[src/rtl/pipe_hazard_ctrl.sv]
// pipe_hazard_ctrl: valid/allowin pipeline control with tag scoreboard forwarding and load-use interlock
module pipe_hazard_ctrl #(
  parameter int STAGES = 3,
  parameter int REG_W = 5,
  parameter int NSRC = 2,
  parameter int LOAD_READY_STAGE = 2,
  parameter int FW = $clog2(STAGES + 1)
) (
  input  logic                    clk,
  input  logic                    reset,
  input  logic                    in_valid,
  output logic                    in_allowin,
  input  logic [REG_W-1:0]        in_dst,
  input  logic                    in_we,
  input  logic                    in_is_load,
  input  logic [NSRC*REG_W-1:0]   in_src,
  input  logic [NSRC-1:0]         in_src_used,
  input  logic [STAGES-1:0]       stage_ready_go,
  input  logic [STAGES-1:0]       flush,
  input  logic                    out_allowin,
  output logic [STAGES-1:0]       stage_adv,
  output logic [STAGES-1:0]       stage_valid,
  output logic [STAGES*REG_W-1:0] stage_dst,
  output logic [STAGES-1:0]       stage_we,
  output logic [NSRC*FW-1:0]      fwd_sel,
  output logic                    stall,
  output logic                    retire_valid,
  output logic [FW-1:0]           occupancy
);
  logic [STAGES-1:0] valid, we_q, ld_q, allowin, to_valid;
  logic [REG_W-1:0]  dst_q [STAGES];
  // Back-pressure ripples from the sink toward issue; a squashed or empty stage always accepts
  always_comb begin : allow_chain
    logic nxt;
    nxt = out_allowin;
    allowin = '0;
    for (int i = STAGES - 1; i >= 0; i--) begin
      nxt = !valid[i] || flush[i] || (stage_ready_go[i] && nxt);
      allowin[i] = nxt;
    end
  end
  // Youngest matching producer wins; a not-yet-ready load blocks issue instead of forwarding
  always_comb begin : fwd_scan
    logic hit;
    logic [REG_W-1:0] src;
    stall = 1'b0;
    fwd_sel = '0;
    for (int j = 0; j < NSRC; j++) begin
      src = in_src[j*REG_W +: REG_W];
      hit = 1'b0;
      for (int k = 0; k < STAGES; k++)
        if (!hit && in_src_used[j] && src != '0 && valid[k] && we_q[k] && !flush[k] && dst_q[k] == src) begin
          hit = 1'b1;
          if (ld_q[k] && k < LOAD_READY_STAGE) stall = 1'b1;
          else fwd_sel[j*FW +: FW] = FW'(k + 1);
        end
    end
  end
  // Stage tags flattened for the datapath
  always_comb begin
    stage_dst = '0;
    for (int i = 0; i < STAGES; i++) stage_dst[i*REG_W +: REG_W] = dst_q[i];
  end
  assign to_valid     = {valid[STAGES-2:0] & stage_ready_go[STAGES-2:0] & ~flush[STAGES-2:0], in_valid & ~stall};
  assign stage_adv    = to_valid & allowin;
  assign stage_valid  = valid;
  assign stage_we     = valid & we_q;
  assign in_allowin   = allowin[0] & ~stall;
  assign retire_valid = valid[STAGES-1] & stage_ready_go[STAGES-1] & ~flush[STAGES-1] & out_allowin;
  assign occupancy    = FW'($countones(valid));
  // Occupancy: refill when the stage accepts, otherwise hold unless squashed
  always_ff @(posedge clk)
    if (reset) valid <= '0;
    else for (int i = 0; i < STAGES; i++) valid[i] <= allowin[i] ? to_valid[i] : valid[i] & ~flush[i];
  // Tags travel with their instruction; register 0 is never marked as written
  always_ff @(posedge clk) begin
    if (stage_adv[0]) begin
      dst_q[0] <= in_dst;
      we_q[0]  <= in_we && in_dst != '0;
      ld_q[0]  <= in_is_load;
    end
    for (int i = 1; i < STAGES; i++)
      if (stage_adv[i]) begin
        dst_q[i] <= dst_q[i-1];
        we_q[i]  <= we_q[i-1];
        ld_q[i]  <= ld_q[i-1];
      end
  end
endmodule

[config.mk]
export PLATFORM = sky130hd
export DESIGN_NAME = pipe_hazard_ctrl
export DESIGN_NICKNAME = d
export VERILOG_FILES = /design/src/rtl/pipe_hazard_ctrl.sv
export SDC_FILE = /design/constraint.sdc
export NUM_CORES = 1
export LEC_CHECK = 0
export CAP_MARGIN = 20
export CORE_MARGIN = 2
export CORE_UTILIZATION = 38
export DETAILED_ROUTE_END_ITERATION = 10
export PLACE_DENSITY = 0.86
export REMOVE_ABC_BUFFERS = 1
export SETUP_SLACK_MARGIN = 0.15
export SLEW_MARGIN = 10
export SYNTH_ARGS = -nofsm -noshare
export SYNTH_HDL_FRONTEND = slang
export SYNTH_SLANG_ARGS = --single-unit
export TNS_END_PERCENT = 50
[constraint.sdc]
create_clock -name clk -period 2.5 [get_ports clk]
set_input_delay 0.25 -clock clk [delete_from_list [all_inputs] [get_ports clk]]
set_output_delay 0.25 -clock clk [all_outputs]
set_load 0.1 [all_outputs]
==> summary.txt, run 1 <==
Die area = 0.004418 mm^2
Vias in the first global route = 1634
R2R Path End = dst_q[0][0]
Worst-path fanout max = 3
Worst Hold Endpoint = we_q[2]
Antenna violations before repair = 0
Largest net degree at the start of global routing = 15
Worst Hold Depth = 0
Top-area cell type share of the netlist area = 40.51%
Worst reg-to-reg path cell count = 8
Max-slew violations = 0
Warnings from Yosys = 0
Final Wtd Congestion = 0.8901
Min-delay worst type = register to register
Placed cell count = 288
H-tree depth = 1
Clock tree buffer depth = 2
Total GRT Usage = 24.97%
Worst R2R Start = dst_q[0][0]
Root Driver = clkbuf_8
Max Freq = 350.3 MHz
Synth Cell Area = 0.001483 mm^2
RSZ-0062 raised after global routing = yes
Clock transition at the registers of the reported paths = 0.09 ns
Layout cells sized above 1 = 44.53%
Syn Area/Cell = 10.52 um^2
Routed Antenna Nets = 0
Total congestion overflow = 0
Fin worst setup slack = -0.3547 ns
Final core utilization = 76.57%
Peak VDD IR = 0.0005044 V
Num rows = 22
Clock sinks = 23
Starting Density = 39.90%
Top-count cell post-synth = xor2_1
Worst setup EP type = output port
Post-CTS Hold Fix Bufs = 0
Slew @ Worst Pin = 0.5172 ns
Status = complete, but fails checks
Clock Skew = 0.001145 ns
Layout Nets = 287
Synth Flop Type = edfxtp_1
Pre-antenna DRT Iters = 4
TritonCTS Buffers = 3
Setup TNS = -2.531 ns
DRC = 0
Post-synth top cells = xor2_1, edfxtp_1, nor2_1
First-pass GRT wire length = 8.031 mm
Async SR Flop Fraction = 0%
Pwr/cell area = 362.3 mW/mm^2
Top cells by area, synth = edfxtp_1, xor2_1, dfxtp_1
Critical Path RT = 2.25 ns
Crit Path Category = register to output port
Dpl hpwl = 3.791 mm
Synthesis-to-layout area growth = 91.90%
Number of DRC markers in iteration 0 = 100
TritonCTS clock tree = done
CORE AREA = 0.003716 mm^2
Syn Inst Count = 141
ANT cells = 0
P_leak = 0.001135 uW
Period utilisation layout = 114.2%
Post-synth EDFFs = 20
Die X = 66.47 um
Max-cap viol count = 0
R2R setup slack = -0.15 ns
Post-synth cell types = 38
Via Count = 1622
Non-filler cells, final = 304
IO Port Bufs = 61
Seq/Total Area, Yosys = 44.56%
DRT Wirelength = 5.676 mm
Fin. Hold Viols = 0
#FFs+latches synth = 23
DR vias/cell = 5.336
Die Height = 66.47 um
Crit path time final = 2.855 ns
Hold path startpoint = we_q[1]
Worst skew pair latency = 0.28 ns
Relative slew slack = 65.20%
CP Data Arrival Time = 2.60 ns
Area leader, netlist = edfxtp_1
I/O pin total = 62
Wire per inst = 18.67 um
Startpoint types = register
# setup viols final = 14
Failing checks = negative setup slack
## logic make-up (layout without fill, tap and decap cells)
| logic type | after synthesis | after routing | share of synthesized area [%] |
|---|---|---|---|
| adders and majority gates | 1 | 1 | 1.350 |
| and+or+nand+nor | 67 | 67 | 26.08 |
| buffers and inverters | 2 | 117 | 0.5065 |
| muxes | 2 | 2 | 1.519 |
| xor gates and xnor gates | 30 | 30 | 17.72 |
| AOI/OAI and AO/OA | 16 | 16 | 8.271 |
| DFF | 23 | 23 | 44.56 |
## critical path: stages, from the launching register on
cell	delay [ns]
edfxtp_1	0.46
xor2_1	0.20
or4_4	0.55
or4_4	0.57
o2111ai_4	0.15
nor3b_2	0.08
buf_4	0.16
buf_12	0.16
## worst max path at each step
stage / startpoint / to / cells after the start
after CTS: dst_q[0][1] / stage_adv[0] / 8
after global placement: flush[0] / stage_adv[0] / 8
final: dst_q[0][0] / stage_adv[0] / 7
after detailed placement: in_src[3] / stage_adv[0] / 8
after global routing: in_src[4] / fwd_sel[0] / 9
after floorplan: stage_valid[0] / dst_q[0][0] / 5
## metrics by stage
| step | hold slack, ns | total power (uW) | setup WS [ns] | area [um^2] |
|---|---|---|---|---|
| floorplan | 0.3191 | 604.9 | -3.858 | 1483 |
| global route | 0.5188 | 1062 | -0.4414 | 2845 |
| CTS | 0.4859 | 995.2 | -0.2784 | 2691 |
| global placement | 0.4651 | 740.4 | -0.2674 | 2481 |
| detailed placement | 0.4663 | 746.5 | -0.3144 | 2481 |
| finish | 0.4858 | 1031 | -0.3547 | 2845 |
## area by class of cell
class	count	area [um^2]
repair buffers	111	1041
multi-input cells	116	1027
fillers	244	870.8
flip-flops and latches	23	660.6
well taps	48	60.06
clock buffers	3	41.29
clock inverters	1	7.507
inverters	2	7.507
## metal layers
metal | part of all wire [%] | GRT usage, % | up-vias
met3 | 5.2 | 2.534 | 17
met1 | 38 | 29.52 | 788
met2 | 54 | 46.50 | 62
met5 | 0 | 0 | -
li1 | - | - | 755
met4 | 3.4 | 8.673 | 0
## sequential cells by signal (all words and copies together) (netlist names)
name and cells:
dst_q 15, stage_valid 3, we_q 3, ld_q 2
## power by group
| group | switching, uW | total, uW | internal (uW) | leakage (uW) |
|---|---|---|---|---|
| Sequential | 13.3 | 443 | 429 | 0.000210 |
| Clock | 137 | 250 | 114 | 0.0000217 |
| Combinational | 203 | 338 | 135 | 0.000903 |
| Total | 353 | 1030 | 678 | 0.00114 |
## placed cells by master, fill, tap and decap left out, drive strengths merged, types with 2 or more instances in the layout
master,n
nand4,2
nor3,4
edfxtp,20
o21ai,2
nor2,10
nor4b,2
and2,7
inv,2
or4,4
mux2,2
clkdlybuf4s50,20
o21a,3
nor2b,3
nand2b,2
buf,83
xnor2,4
nand3b,3
or3,2
dfxtp,3
nor4,9
nand2,9
dlygate4sd2,7
and3,2
a21oi,2
clkbuf,3
o2111ai,2
xor2,26
nand3,4
## timing repair
item,4_1_cts,5_1_grt
endpoints found under the setup margin,14,15
buffers inserted,5,7
pin swaps,8,10
resized for setup,33,17
Power figures use the tool's default switching activity.
==> run 2: changes to the inputs <==
Settings changed: REMOVE_ABC_BUFFERS 1 to unset.
==> summary.txt, run 2 (synthesis gave the netlist of run 1 again) <==
Dpl hpwl = 3.681 mm (was 3.791 mm)
Psw = 336.0 uW (was 353.0 uW)
RSZ-0062 raised after global routing = yes (unchanged)
Slew @ Worst Pin = 0.5857 ns (was 0.5172 ns)
Min-delay worst type = input pin to register (was register to register)
DR vias/cell = 5.347 (was 5.336)
Starting Density = 39.90% (unchanged)
First-pass GRT wire length = 7.734 mm (was 8.031 mm)
Failing checks = negative setup slack (unchanged)
Die X = 66.47 um (unchanged)
Crit-path max cell delay = 0.49 ns (was 0.57 ns)
DRT Wirelength = 5.124 mm (was 5.676 mm)
Die Height = 66.47 um (unchanged)
Via Count = 1588 (was 1622)
Worst-path fanout max = 3 (unchanged)
R2R setup slack = -0.18 ns (was -0.15 ns)
TritonCTS clock tree = done (unchanged)
Largest net degree at the start of global routing = 15 (unchanged)
Layout Nets = 280 (was 287)
Startpoint types = register (unchanged)
Fin worst setup slack = -0.2561 ns (was -0.3547 ns)
Die area = 0.004418 mm^2 (unchanged)
Status = complete, but fails checks (unchanged)
# setup viols final = 13 (was 14)
Highest-count cells in the layout ignoring fill and taps = buf_4, xor2_1, edfxtp_1, clkdlybuf4s50_1 (was buf_4, xor2_1, edfxtp_1, clkdlybuf4s50_1, buf_12)
I/O pin total = 62 (unchanged)
Clock sinks = 23 (unchanged)
Vias in the first global route = 1576 (was 1634)
Final Wtd Congestion = 0.8803 (was 0.8901)
Largest register FFs = 15 (unchanged)
Period utilisation layout = 110.2% (was 114.2%)
Sw Share = 33.55% (was 34.24%)
Logic gate share of total power = 31.9% (was 32.8%)
Clock Skew = 0.007588 ns (was 0.001145 ns)
Worst skew pair latency = 0.27 ns (was 0.28 ns)
Total GRT Usage = 23.41% (was 24.97%)
CP Data Arrival Time = 2.51 ns (was 2.60 ns)
Root Driver = clkbuf_8 (unchanged)
Peak VDD IR = 0.0003296 V (was 0.0005044 V)
Relative slew slack = 60.95% (was 65.20%)
Pwr/cell area = 358.3 mW/mm^2 (was 362.3 mW/mm^2)
TritonCTS Buffers = 3 (unchanged)
CORE AREA = 0.003716 mm^2 (unchanged)
CP Buf/Inv Count = 4 (was 2)
Pint = 665.6 uW (was 678.0 uW)
Kind of cell adding the most delay to the critical path = simple AND/OR/NAND/NOR gates (unchanged)
Slowest cell on crit path = edfxtp_1 (was or4_4)
Max-slew violations = 0 (unchanged)
DRC = 0 (unchanged)
IO Port Bufs = 61 (unchanged)
Synthesis-to-layout area growth = 88.52% (was 91.90%)
Number of DRC markers in iteration 0 = 108 (was 100)
Crit path time final = 2.756 ns (was 2.855 ns)
Max Freq = 362.8 MHz (was 350.3 MHz)
Critical Path RT = 2.25 ns (about the same)
Final core utilization = 75.22% (was 76.57%)
Pre-CTS WS = -0.2694 ns (was -0.3144 ns)
Routed Antenna Nets = 0 (unchanged)
Sequential share of power = 44.3% (was 42.9%)
Worst setup EP type = output port (unchanged)
Layout cells sized above 1 = 44.98% (was 44.53%)
Post-CTS Hold Fix Bufs = 0 (unchanged)
Filler cells = 254 (was 244)
Commonest non-fill, non-tap cell in the layout = buf_4 (unchanged)
P_leak = 0.001104 uW (was 0.001135 uW)
Pre-antenna DRT Iters = 4 (unchanged)
Clock transition at the registers of the reported paths = 0.09 ns (about the same)
Clock power share = 23.9% (was 24.3%)
ANT cells = 0 (unchanged)
Num rows = 22 (unchanged)
Max-cap viol count = 0 (unchanged)
Total congestion overflow = 0 (unchanged)
H-tree depth = 1 (unchanged)
Clock tree buffer depth = 2 (unchanged)
CP dominant cell by count = buf_4 (was or4_4)
Crit Path Category = register to output port (unchanged)
Antenna violations before repair = 0 (unchanged)
Crit path cell chain = buf_4, xor2_1, or4_4, or3_4, o2111ai_4, buf_4, buf_6, buf_12 (was xor2_1, or4_4, or4_4, o2111ai_4, nor3b_2, buf_4, buf_12)
Top reg by flops = dst_q (unchanged)
Wire per inst = 17.25 um (was 18.67 um)
Fin. Hold Viols = 0 (unchanged)
Mapped Nets = 171
-- run 2: cell count changes in the layout (fill, tap and decap cells not counted), moves of 2 or more --
cell,change
dfxtp_2,+2
buf_4,-5
xor2_2,-2
xor2_1,+2
dfxtp_1,-2
-- run 2: worst min-delay path, cell delays in order --
cell and delay, ns:
dlymetal6s2s_1 0.11, nand3b_1 0.12, a21oi_1 0.06
-- run 2: power by group through the flow --
stage / logic, uW / clock network, uW / registers [uW]
global placement: 289 / 0 / 450
finish: 319 / 239 / 443
floorplan: 104 / 0 / 509
CTS: 308 / 238 / 442
global route: 336 / 253 / 444
detailed placement: 293 / 0 / 451
-- run 2: final timing paths --
| kind | start | endpoint | depth (start not counted) |
|---|---|---|---|
| min | flush[0] | stage_valid[1] | 3 |
| min reg2reg | we_q[1] | we_q[2] | 0 |
| max reg2reg | dst_q[0][0] | dst_q[0][1] | 9 |
| max | dst_q[0][0] | stall | 8 |
-- run 2: cell type report --
type | count | area [um^2] | area share [%]
Clock buffer | 3 | 41.29 | 1.477
Clock inverter | 1 | 7.507 | 0.2686
Inverter | 2 | 7.507 | 0.2686
Multi-Input combinational cell | 116 | 1044 | 37.33
Sequential cell | 23 | 663.1 | 23.72
Tap cell | 48 | 60.06 | 2.149
Timing Repair Buffer | 104 | 972.2 | 34.78
-- run 2: what timing repair did --
action,4_1_cts,5_1_grt
pin swaps,17,7
setup endpoints to repair,14,14
gates resized for setup,28,6
buffers inserted,6,5
endpoints found under the hold margin,0,0
-- run 2: stage by stage --
step	hold slack [ns]	power (uW)	area, um^2	TNS, ns	instances
after floorplan	0.3117	613.0	1582	-20.22	141
after global placement	0.4683	738.9	2522	-2.113	282
after detailed placement	0.4583	743.8	2522	-2.846	282
after CTS	0.4779	988.3	2729	-1.049	292
after global routing	0.3368	1033	2795	-3.207	297
final	0.3045	1002	2795	-2.344	297
-- run 2: per-layer routing --
metal  share of wire (%)  GRT usage [%]
met5                   0              0
met4                 1.9          7.653
met3                 8.9          5.236
met2                  52          39.38
met1                  37          29.66
==> run 3: changes to the inputs <==
Settings changed: CAP_MARGIN 20 to unset.
==> results of run 3 <==
Same layout as run 2: the final DEF is identical, and so are final timing and power.
